--- config.mk ---
export PLATFORM = sky130hd
export DESIGN_NAME = riscv_uart_peripheral
export DESIGN_NICKNAME = d
export VERILOG_FILES = /design/src/rtl/riscv_uart_peripheral.sv
export SDC_FILE = /design/constraint.sdc
export NUM_CORES = 1
export LEC_CHECK = 0
export BUFFER_PORTS_ARGS = -buffer_cell sky130_fd_sc_hd__buf_4
export CAP_MARGIN = 20
export CORE_ASPECT_RATIO = 1.75
export CORE_UTILIZATION = 30
export DETAILED_ROUTE_END_ITERATION = 16
export PLACE_DENSITY = 0.53
export SKIP_CTS_REPAIR_TIMING = 1
export SYNTH_ARGS = -nofsm -noshare
export SYNTH_HDL_FRONTEND = slang
export SYNTH_SLANG_ARGS = --single-unit
--- constraint.sdc ---
create_clock -name clk -period 4.2 [get_ports clk]
set_input_delay 0.42 -clock clk [delete_from_list [all_inputs] [get_ports clk]]
set_output_delay 0.42 -clock clk [all_outputs]
set_load 0.005 [all_outputs]
--- src/rtl/riscv_uart_peripheral.sv ---
// rtl/riscv_uart_peripheral.sv - memory-mapped 8N1 UART responder with TX FIFO; optional receiver under UART_RX_EN
module riscv_uart_peripheral #(
  parameter int          TX_DEPTH    = 4,
  parameter logic [15:0] DEFAULT_DIV = 16'd867
) (
  input  logic        clk,
  input  logic        srst_n,
  input  logic [31:0] uart_addr,
  input  logic [31:0] uart_data_in,
  input  logic        uart_configure,
  output logic [31:0] uart_data_out,
  output logic        uart_tx,
  input  logic        uart_rx
);

  localparam int AW = $clog2(TX_DEPTH);
  localparam logic [AW:0] PTR_ONE = 1;

  localparam logic [1:0] OFF_TXDATA = 2'd0;
  localparam logic [1:0] OFF_STATUS = 2'd1;
  localparam logic [1:0] OFF_BAUD   = 2'd2;
  localparam logic [1:0] OFF_RXDATA = 2'd3;

  localparam logic [1:0] TX_IDLE  = 2'd0;
  localparam logic [1:0] TX_START = 2'd1;
  localparam logic [1:0] TX_DATA  = 2'd2;
  localparam logic [1:0] TX_STOP  = 2'd3;

  // Bus decode
  logic       sel;
  logic [1:0] off;
  logic       wr_txdata;
  logic       wr_status;
  logic       wr_baud;
  logic       wr_rxdata;

  assign sel       = (uart_addr[31:28] == 4'd2);
  assign off       = uart_addr[3:2];
  assign wr_txdata = sel && uart_configure && (off == OFF_TXDATA);
  assign wr_status = sel && uart_configure && (off == OFF_STATUS);
  assign wr_baud   = sel && uart_configure && (off == OFF_BAUD);
  assign wr_rxdata = sel && uart_configure && (off == OFF_RXDATA);

  // Registers and status
  logic [15:0] baud_div;
  logic        tx_ovf;
  logic        tx_busy;
  logic        rx_valid;
  logic [31:0] rx_word;
  logic [31:0] status_word;

  // TX FIFO
  logic [7:0]  fifo_mem [TX_DEPTH];
  logic [AW:0] wr_ptr;
  logic [AW:0] rd_ptr;
  logic        fifo_empty;
  logic        fifo_full;
  logic        tx_pop;
  logic        push_ok;

  assign fifo_empty = (wr_ptr == rd_ptr);
  assign fifo_full  = (wr_ptr[AW] != rd_ptr[AW]) && (wr_ptr[AW-1:0] == rd_ptr[AW-1:0]);
  // A pop on the same edge frees a slot, so a push into a full FIFO still lands.
  assign push_ok    = wr_txdata && (!fifo_full || tx_pop);

  // TX serialiser state
  logic [1:0]  tx_state;
  logic [15:0] tx_cnt;
  logic [2:0]  tx_bit;
  logic [7:0]  tx_shreg;
  logic        tx_line;
  logic        tx_tick;

  assign tx_tick = (tx_cnt == 16'd0);
  assign tx_pop  = !fifo_empty &&
                   ((tx_state == TX_IDLE) || ((tx_state == TX_STOP) && tx_tick));
  assign tx_busy = (tx_state != TX_IDLE);
  assign uart_tx = tx_line;

  assign status_word = {27'b0, tx_ovf, rx_valid, tx_busy, fifo_full, fifo_empty};

  // BAUDDIV register; the serialiser picks up a new value at its next bit boundary
  always_ff @(posedge clk or negedge srst_n) begin
    if (!srst_n) begin
      baud_div <= DEFAULT_DIV;
    end else if (wr_baud) begin
      baud_div <= uart_data_in[15:0];
    end
  end

  // Sticky overflow flag: set by a dropped push, cleared by any STATUS write
  always_ff @(posedge clk or negedge srst_n) begin
    if (!srst_n) begin
      tx_ovf <= 1'b0;
    end else if (wr_status) begin
      tx_ovf <= 1'b0;
    end else if (wr_txdata && !push_ok) begin
      tx_ovf <= 1'b1;
    end
  end

  // FIFO storage; contents need no reset since the pointers define validity
  always_ff @(posedge clk) begin
    if (push_ok) begin
      fifo_mem[wr_ptr[AW-1:0]] <= uart_data_in[7:0];
    end
  end

  // FIFO pointers with wrap bit
  always_ff @(posedge clk or negedge srst_n) begin
    if (!srst_n) begin
      wr_ptr <= '0;
      rd_ptr <= '0;
    end else begin
      if (push_ok) wr_ptr <= wr_ptr + PTR_ONE;
      if (tx_pop)  rd_ptr <= rd_ptr + PTR_ONE;
    end
  end

  // TX frame FSM: start bit, 8 data bits LSB first, stop bit, chaining frames while data waits
  always_ff @(posedge clk or negedge srst_n) begin
    if (!srst_n) begin
      tx_state <= TX_IDLE;
      tx_cnt   <= 16'd0;
      tx_bit   <= 3'd0;
      tx_shreg <= 8'd0;
      tx_line  <= 1'b1;
    end else begin
      case (tx_state)
        TX_IDLE: begin
          tx_line <= 1'b1;
          if (tx_pop) begin
            tx_shreg <= fifo_mem[rd_ptr[AW-1:0]];
            tx_line  <= 1'b0;
            tx_cnt   <= baud_div;
            tx_state <= TX_START;
          end
        end
        TX_START: begin
          if (tx_tick) begin
            tx_line  <= tx_shreg[0];
            tx_shreg <= {1'b0, tx_shreg[7:1]};
            tx_bit   <= 3'd0;
            tx_cnt   <= baud_div;
            tx_state <= TX_DATA;
          end else begin
            tx_cnt <= tx_cnt - 16'd1;
          end
        end
        TX_DATA: begin
          if (tx_tick) begin
            tx_cnt <= baud_div;
            if (tx_bit == 3'd7) begin
              tx_line  <= 1'b1;
              tx_state <= TX_STOP;
            end else begin
              tx_line  <= tx_shreg[0];
              tx_shreg <= {1'b0, tx_shreg[7:1]};
              tx_bit   <= tx_bit + 3'd1;
            end
          end else begin
            tx_cnt <= tx_cnt - 16'd1;
          end
        end
        TX_STOP: begin
          if (tx_tick) begin
            tx_cnt <= baud_div;
            if (tx_pop) begin
              tx_shreg <= fifo_mem[rd_ptr[AW-1:0]];
              tx_line  <= 1'b0;
              tx_state <= TX_START;
            end else begin
              tx_line  <= 1'b1;
              tx_state <= TX_IDLE;
            end
          end else begin
            tx_cnt <= tx_cnt - 16'd1;
          end
        end
        default: begin
          tx_state <= TX_IDLE;
          tx_line  <= 1'b1;
        end
      endcase
    end
  end

`ifdef UART_RX_EN
  localparam logic [1:0] RX_IDLE  = 2'd0;
  localparam logic [1:0] RX_START = 2'd1;
  localparam logic [1:0] RX_DATA  = 2'd2;
  localparam logic [1:0] RX_STOP  = 2'd3;

  logic        rx_s1;
  logic        rx_s2;
  logic        rx_d;
  logic [1:0]  rx_state;
  logic [15:0] rx_cnt;
  logic [2:0]  rx_bit;
  logic [7:0]  rx_sh;
  logic [7:0]  rx_byte;
  logic        rx_tick;
  logic        rx_done_ok;
  logic [16:0] rx_half_sum;
  logic [15:0] rx_half;
  logic [15:0] rx_start_cnt;
  logic        unused_bits;

  assign rx_half_sum  = {1'b0, baud_div} + 17'd1;
  assign rx_half      = rx_half_sum[16:1];
  // The edge detector already costs one cycle, so the mid-bit count starts one short.
  assign rx_start_cnt = (rx_half == 16'd0) ? 16'd0 : (rx_half - 16'd1);
  assign rx_tick      = (rx_cnt == 16'd0);
  assign rx_done_ok   = (rx_state == RX_STOP) && rx_tick && rx_s2;
  assign rx_word      = {rx_valid, 23'b0, rx_byte};
  assign unused_bits  = ^{uart_addr[27:4], uart_addr[1:0], uart_data_in[31:16], rx_half_sum[0]};

  // Two-flop synchroniser plus a delayed copy for falling-edge detection
  always_ff @(posedge clk or negedge srst_n) begin
    if (!srst_n) begin
      rx_s1 <= 1'b1;
      rx_s2 <= 1'b1;
      rx_d  <= 1'b1;
    end else begin
      rx_s1 <= uart_rx;
      rx_s2 <= rx_s1;
      rx_d  <= rx_s2;
    end
  end

  // RX frame FSM sampling each bit near its middle
  always_ff @(posedge clk or negedge srst_n) begin
    if (!srst_n) begin
      rx_state <= RX_IDLE;
      rx_cnt   <= 16'd0;
      rx_bit   <= 3'd0;
      rx_sh    <= 8'd0;
    end else begin
      case (rx_state)
        RX_IDLE: begin
          if (rx_d && !rx_s2) begin
            rx_cnt   <= rx_start_cnt;
            rx_state <= RX_START;
          end
        end
        RX_START: begin
          if (rx_tick) begin
            rx_cnt   <= baud_div;
            rx_bit   <= 3'd0;
            rx_state <= rx_s2 ? RX_IDLE : RX_DATA;
          end else begin
            rx_cnt <= rx_cnt - 16'd1;
          end
        end
        RX_DATA: begin
          if (rx_tick) begin
            rx_sh  <= {rx_s2, rx_sh[7:1]};
            rx_cnt <= baud_div;
            rx_bit <= rx_bit + 3'd1;
            if (rx_bit == 3'd7) rx_state <= RX_STOP;
          end else begin
            rx_cnt <= rx_cnt - 16'd1;
          end
        end
        RX_STOP: begin
          if (rx_tick) begin
            rx_state <= RX_IDLE;
          end else begin
            rx_cnt <= rx_cnt - 16'd1;
          end
        end
        default: rx_state <= RX_IDLE;
      endcase
    end
  end

  // Received byte and valid flag; a byte completing on the clearing edge wins
  always_ff @(posedge clk or negedge srst_n) begin
    if (!srst_n) begin
      rx_valid <= 1'b0;
      rx_byte  <= 8'd0;
    end else if (rx_done_ok) begin
      rx_valid <= 1'b1;
      rx_byte  <= rx_sh;
    end else if (wr_rxdata) begin
      rx_valid <= 1'b0;
    end
  end
`else
  logic unused_bits;

  assign rx_valid    = 1'b0;
  assign rx_word     = 32'd0;
  assign unused_bits = ^{uart_addr[27:4], uart_addr[1:0], uart_data_in[31:16], uart_rx, wr_rxdata};
`endif

  // Read pipeline stage 1: capture the decoded address
  logic       rd_sel_q;
  logic [1:0] rd_off_q;
  logic [31:0] reg_mux;

  always_ff @(posedge clk or negedge srst_n) begin
    if (!srst_n) begin
      rd_sel_q <= 1'b0;
      rd_off_q <= 2'd0;
    end else begin
      rd_sel_q <= sel;
      rd_off_q <= off;
    end
  end

  // Register read mux; TXDATA is write-only and reads 0
  always_comb begin
    reg_mux = 32'd0;
    case (rd_off_q)
      OFF_STATUS: reg_mux = status_word;
      OFF_BAUD:   reg_mux = {16'd0, baud_div};
      OFF_RXDATA: reg_mux = rx_word;
      default:    reg_mux = 32'd0;
    endcase
  end

  // Read pipeline stage 2: registered read data, zero when not selected
  always_ff @(posedge clk or negedge srst_n) begin
    if (!srst_n) begin
      uart_data_out <= 32'd0;
    end else begin
      uart_data_out <= rd_sel_q ? reg_mux : 32'd0;
    end
  end

endmodule
======== Word level (Yosys, flattened, before mapping) ========
Memory sizes are Yosys's and may differ from the RTL's.
Cells that the tools add are included.
cells by class
  $add $sub $neg .......................... 4
  equal/unequal tests ..................... 18
  muxes and demuxes ....................... 32
  reduce and logical (&&, ||, !) cells .... 25
operator list
  kind                   number
  $pmux 16 s2            2
  $mux 8                 5
  $mux 16                2
  $mux 32                1
  $pmux 8 s4             1
  $logic_not 16->1       1
  $sub 16x1->16 const B  1
  $ne 2x2->1 const B     6
  $mux 1                 10
  $mux 2                 5
  $add 3x1->3 const B    3
  $logic_and 1x1->1      9
  $mux 3                 3
  $eq 2x2->1 const B     4
  $pmux 2 s4             1
  $reduce_and 4->1       2
  $eq 2x1->1 const B     3
  $pmux 3 s2             1
  $reduce_bool 2->1      3
  $reduce_and 5->1       1
  $eq 4x2->1 const B     1
  $logic_not 2->1        2
  $pmux 1 s4             1
  $eq 3x3->1             1
  7 further kinds        10
word-level totals
  register bits after elaboration ......... 88
  memory bits (writable) .................. 32
  input bits .............................. 68
  output and inout bits ................... 33
  word-level logic and storage cells ...... 92
  memories kept ........................... 1
memories
  memory    depth  bits a word  read ports  clocked after memory_dff  write ports  line  RTL
  fifo_mem  4      8            1           0                         1            53    logic [7:0] fifo_mem [TX_DEPTH];

======== Logic depth before layout (Yosys ltp) ========
  depth in word-level cells ............... 10
  depth in mapped cells ................... 9
  gate-level depth less buffers ........... 7

======== Worst setup path after synthesis ========
Ideal clock, no wire load.
  path type ............................... register to register
  start point ............................. register tx_cnt[6]
  end point ............................... memory fifo_mem[3][0], enable pin
  arrival ................................. 2.606 ns
  data required time ...................... 3.799 ns
  setup slack ............................. 1.193 ns
  cell stages (with the launch flop) ...... 6
  clock period less this slack ............ 3.007 ns
  path through ............................ dfrtp_1 -> or4_1 -> buf_2 -> nor3_2 -> a31oi_1 -> nor4bb_1
between the ends
  cells in the longest elaborated chain, start to end .. 8
RTL lines
  what                          line  RTL
  start: declaration            68    logic [15:0] tx_cnt;
  start signal: assignment      135   tx_cnt <= baud_div;
  start signal: assignment      144   tx_cnt <= baud_div;
  start signal: assignment      147   tx_cnt <= tx_cnt - 16'd1;
  $logic_not 16->1              74    assign tx_tick = (tx_cnt == 16'd0);
  $logic_and 1x1->1             76    ((tx_state == TX_IDLE) || ((tx_state == TX_STOP) && tx_tick));
  $logic_or 1x1->1              76
  $logic_and 1x1->1             75    assign tx_pop = !fifo_empty &&
  $logic_or 1x1->1              64    assign push_ok = wr_txdata && (!fifo_full || tx_pop);
  $logic_and 1x1->1             64
  $mux 1                        104   if (push_ok) begin
  $mux 1 (implied by the code)  105   fifo_mem[wr_ptr[AW-1:0]] <= uart_data_in[7:0];
  end: declaration              53
No other way between the ends.

======== Worst setup path in the final report ========
  start point ............................. register tx_cnt[3]
  end point ............................... memory fifo_mem[2][3], enable pin
Same word-level chain as after synthesis.

==> results.txt <==
The run finished, with violations left. The checks that failed: design-rule violations. Once layout is complete, the cells apart from fillers number 615. The mean instance size in the synthesized netlist was 12.80 um2; the number of design-rule violations left by the first detailed-router iteration was 117. The number of instances in the synthesized netlist was 379; the final number of max-transition violations was 0. TritonCTS built the clock tree.

The via count of the first global-routing pass was 3,320. After detailed placement, the total cell area comes to 0.005330 mm2. The logs give 0.3055 for the starting density of the core and 0.35 ns for the clock latency on the worst-skew pair. Main flop type after synthesis: sky130_fd_sc_hd__dfrtp_1.

The run gives 0.1410 as the overall routing resource usage. For the final database, setup skew stands at 0.008992 ns. The DRC violation count after routing was 2. The Yosys step of the flow raised 0 warnings. The leftover overflow at the end of global routing is 0, and the clock buffer count from CTS is 9. Before CTS, the worst setup slack after placement is 1.113 ns. Fill cells in the final layout number 1,582.

After synthesis the netlist holds a flip-flop and latch count of 104. Setup slack closes at 1.153 ns. Power spread over the standard cell area amounts to 626.8 mW/mm2.

The number of hold violations in the final report is 0, and the final routed wire length divided by cell count is 17.67 um. By startpoint and endpoint, the worst setup path is classified as reg -> reg. In the final design database the tool counted 505 nets. The tool flagged a number of max-cap violations equal to 0. In this run the tool buffered the top-level ports with 41 buffer cells. For the pin with the worst max-slew slack, the measured transition is 0.9974 ns. The final critical path time including I/O delays and setup came out at 3.047 ns.

From bottom edge to top edge, the die measures 170.2 um. The clock tree synthesis step divided the H-tree into 3 levels. The final setup violation count was 0. The final wirelength is 10.87 mm. The core region is 0.01588 mm2. The initial antenna violation count is 0, and the maximum clock path buffer count is 2.

The tools report the critical path arrival as 3.04 ns. Across the VDD grid, the largest voltage drop is 284.6 uV. The critical path endpoint category is a flip-flop. The endpoint required time on the critical path was 4.20 ns. The repair_antennas step left the layout with diodes totalling 0. At the end of routability-driven placement, the weighted congestion stood at 0.8043. Once layout is done, the placed cells without fillers occupy 0.005630 mm2. After synthesis the cells add up to 0.004850 mm2. The die is 98.11 um wide. The synthesized design contains 32 enable-type register cells. The largest net degree at the start of global routing was 73. The detailed router placed 3,181 vias in this run.

From synthesis to final layout, the design area changed by 16.10%. For the top achievable clock speed, the log shows 328.2 MHz. Before antenna repair, the detailed router went through 14 iterations.

The tools report the total die area as 0.01670 mm2. For the I/O pin count, the log shows 101. The aggregate negative setup slack is 0 ns, and the critical-path maximum fanout is 8. The leakage power of the design is 2.437 nW.

The top cell types in the final layout, fill and taps aside, are sky130_fd_sc_hd__dfrtp_1 (65), sky130_fd_sc_hd__buf_4 (46), sky130_fd_sc_hd__edfxtp_1 (32), sky130_fd_sc_hd__mux2_2 (20), sky130_fd_sc_hd__nor2_1 (19). The final critical-path share of the clock period was 0.7255; the part of the Yosys area used for sequential elements was 0.5715. Setup repair after global routing left no endpoint under its margin. STA classifies the critical path startpoint as a flip-flop. For the worst slew margin relative to its limit, the log shows 0.3301. The number of different library cells used by synthesis comes to 51.

The count of nets left with antenna violations once routing finished came out at 0. Clock tree synthesis found a total of 104 sinks. The library cell used most frequently in the layout, excluding fill and tap cells, is sky130_fd_sc_hd__dfrtp_1.

The register clock-pin slew on the reported worst setup and hold paths is 0.07 ns. Clock tree synthesis selected as its root buffer the cell sky130_fd_sc_hd__clkbuf_16. Row generation in the floorplan step produced 61 rows. The tightest min-delay check is of the in -> async type.

Using the TritonRoute via totals, the vias-per-cell ratio works out to 5.172. The fraction of final layout cells with drive strength greater than 1 is 0.2582. The number of instances in the placed design was 599; the HPWL reported at the end of detailed placement was 8.141 mm. The post-synthesis async set-or-reset flop share is 0.6923, and the wire length of the first global-routing pass is 17.68 mm.
Yosys cell counts (all sizes together) (2+ instances only):
master,instances,area share
nor2,19,0.015
xor2,5,0.0090
a22oi,4,0.0062
or4,8,0.012
a22o,2,0.0036
a31oi,4,0.0052
or3,5,0.0064
nand4,4,0.0052
and2,3,0.0039
o22a,2,0.0036
nand2b,5,0.0064
mux4,8,0.037
clkbuf,10,0.0077
o21ai,18,0.019
o2bb2a,2,0.0041
nor4,5,0.0077
mux2i,11,0.023
mux2,20,0.046
o32a,2,0.0067
a21oi,13,0.014
buf,20,0.030
o2bb2ai,8,0.014
nand2,10,0.0077
dfstp,7,0.038
edfxtp,32,0.20
o221a,7,0.016
ha,16,0.041
inv,15,0.012
nand3,6,0.0062
dfrtp,65,0.34
and3,15,0.019
nor3,13,0.014
xnor2,4,0.0072
layer usage:
layer | up-vias | GRT usage | routed length (um)
li1 | 1472 | - | -
met1 | 1615 | 0.1367 | 3887
met2 | 69 | 0.2734 | 6190
met3 | 25 | 0.01807 | 196
met4 | 0 | 0.09420 | 592
met5 | - | 0 | 0
layout make-up:
type                            instances  area, um2  share of cell area
Sequential cell                       104       2771              0.4922
Multi-Input combinational cell        245       1921              0.3411
Timing Repair Buffer                   46      345.3             0.06133
Clock buffer                           11      254.0             0.04511
Tap cell                              189      236.5             0.04200
Inverter                               15      56.30             0.01000
Clock inverter                          5      46.29            0.008222
worst paths after layout:
path	from	end	slack (ns)	cells after the start
setup / recovery	tx_cnt[3]	fifo_mem[2][3]	1.15	5
hold / removal	srst_n	rd_ptr[0]	0.19	1
setup reg to reg	tx_cnt[3]	fifo_mem[2][3]	1.15	5
hold reg to reg	wr_ptr[2]	wr_ptr[2]	0.49	1
max in group asynchronous	srst_n	uart_data_out[10]	3.39	1
min in group clk	uart_addr[3]	rd_off_q[1]	0.22	1
state kept, by name (all words and copies together) (netlist names):
signal	flops
wr_ptr	3
fifo_mem	32
rd_ptr	3
uart_tx	1
tx_cnt	16
tx_state	2
tx_shreg	8
uart_data_out	16
rd_off_q	2
tx_bit	3
rd_sel_q	1
baud_div	16
tx_ovf	1
kinds of logic (layout without fill, tap and decap cells):
| group | Yosys count | in the layout | synth area share |
|---|---|---|---|
| DFF | 104 | 104 | 0.5715 |
| other | 1 | 16 | 0.0007733 |
| AOI/OAI and AO/OA | 67 | 67 | 0.1017 |
| muxes | 39 | 39 | 0.1063 |
| buffers and inverters | 45 | 77 | 0.04928 |
| and+or+nand+nor | 98 | 98 | 0.1130 |
| xor gates and xnor gates | 9 | 9 | 0.01625 |
| adders and majority gates | 16 | 16 | 0.04128 |
metrics by stage:
stage,hold slack [ns],power [mW],util
4_1_cts,0.2129,3.563,0.3547
2_1_floorplan,0.1244,2.345,-
5_1_grt,0.2201,3.753,0.3547
3_5_place_dp,0.4794,2.722,0.3358
6_report,0.1950,3.529,0.3547
3_3_place_gp,0.4742,2.674,0.3358
power breakdown:
part	total [mW]	internal [mW]	switching, mW
registers	1.40	1.22	0.180
logic	1.29	0.563	0.722
clock network	0.840	0.450	0.391
total	3.53	2.24	1.29
critical path, stage by stage (launching register included):
cell                      delay, ns
sky130_fd_sc_hd__dfrtp_1       0.44
sky130_fd_sc_hd__nor3_1        0.51
sky130_fd_sc_hd__and3_1        0.45
sky130_fd_sc_hd__a31oi_1       0.31
sky130_fd_sc_hd__nor4_2        0.51
sky130_fd_sc_hd__and2_1        0.47
No activity file was read; power rests on OpenSTA's default activity.
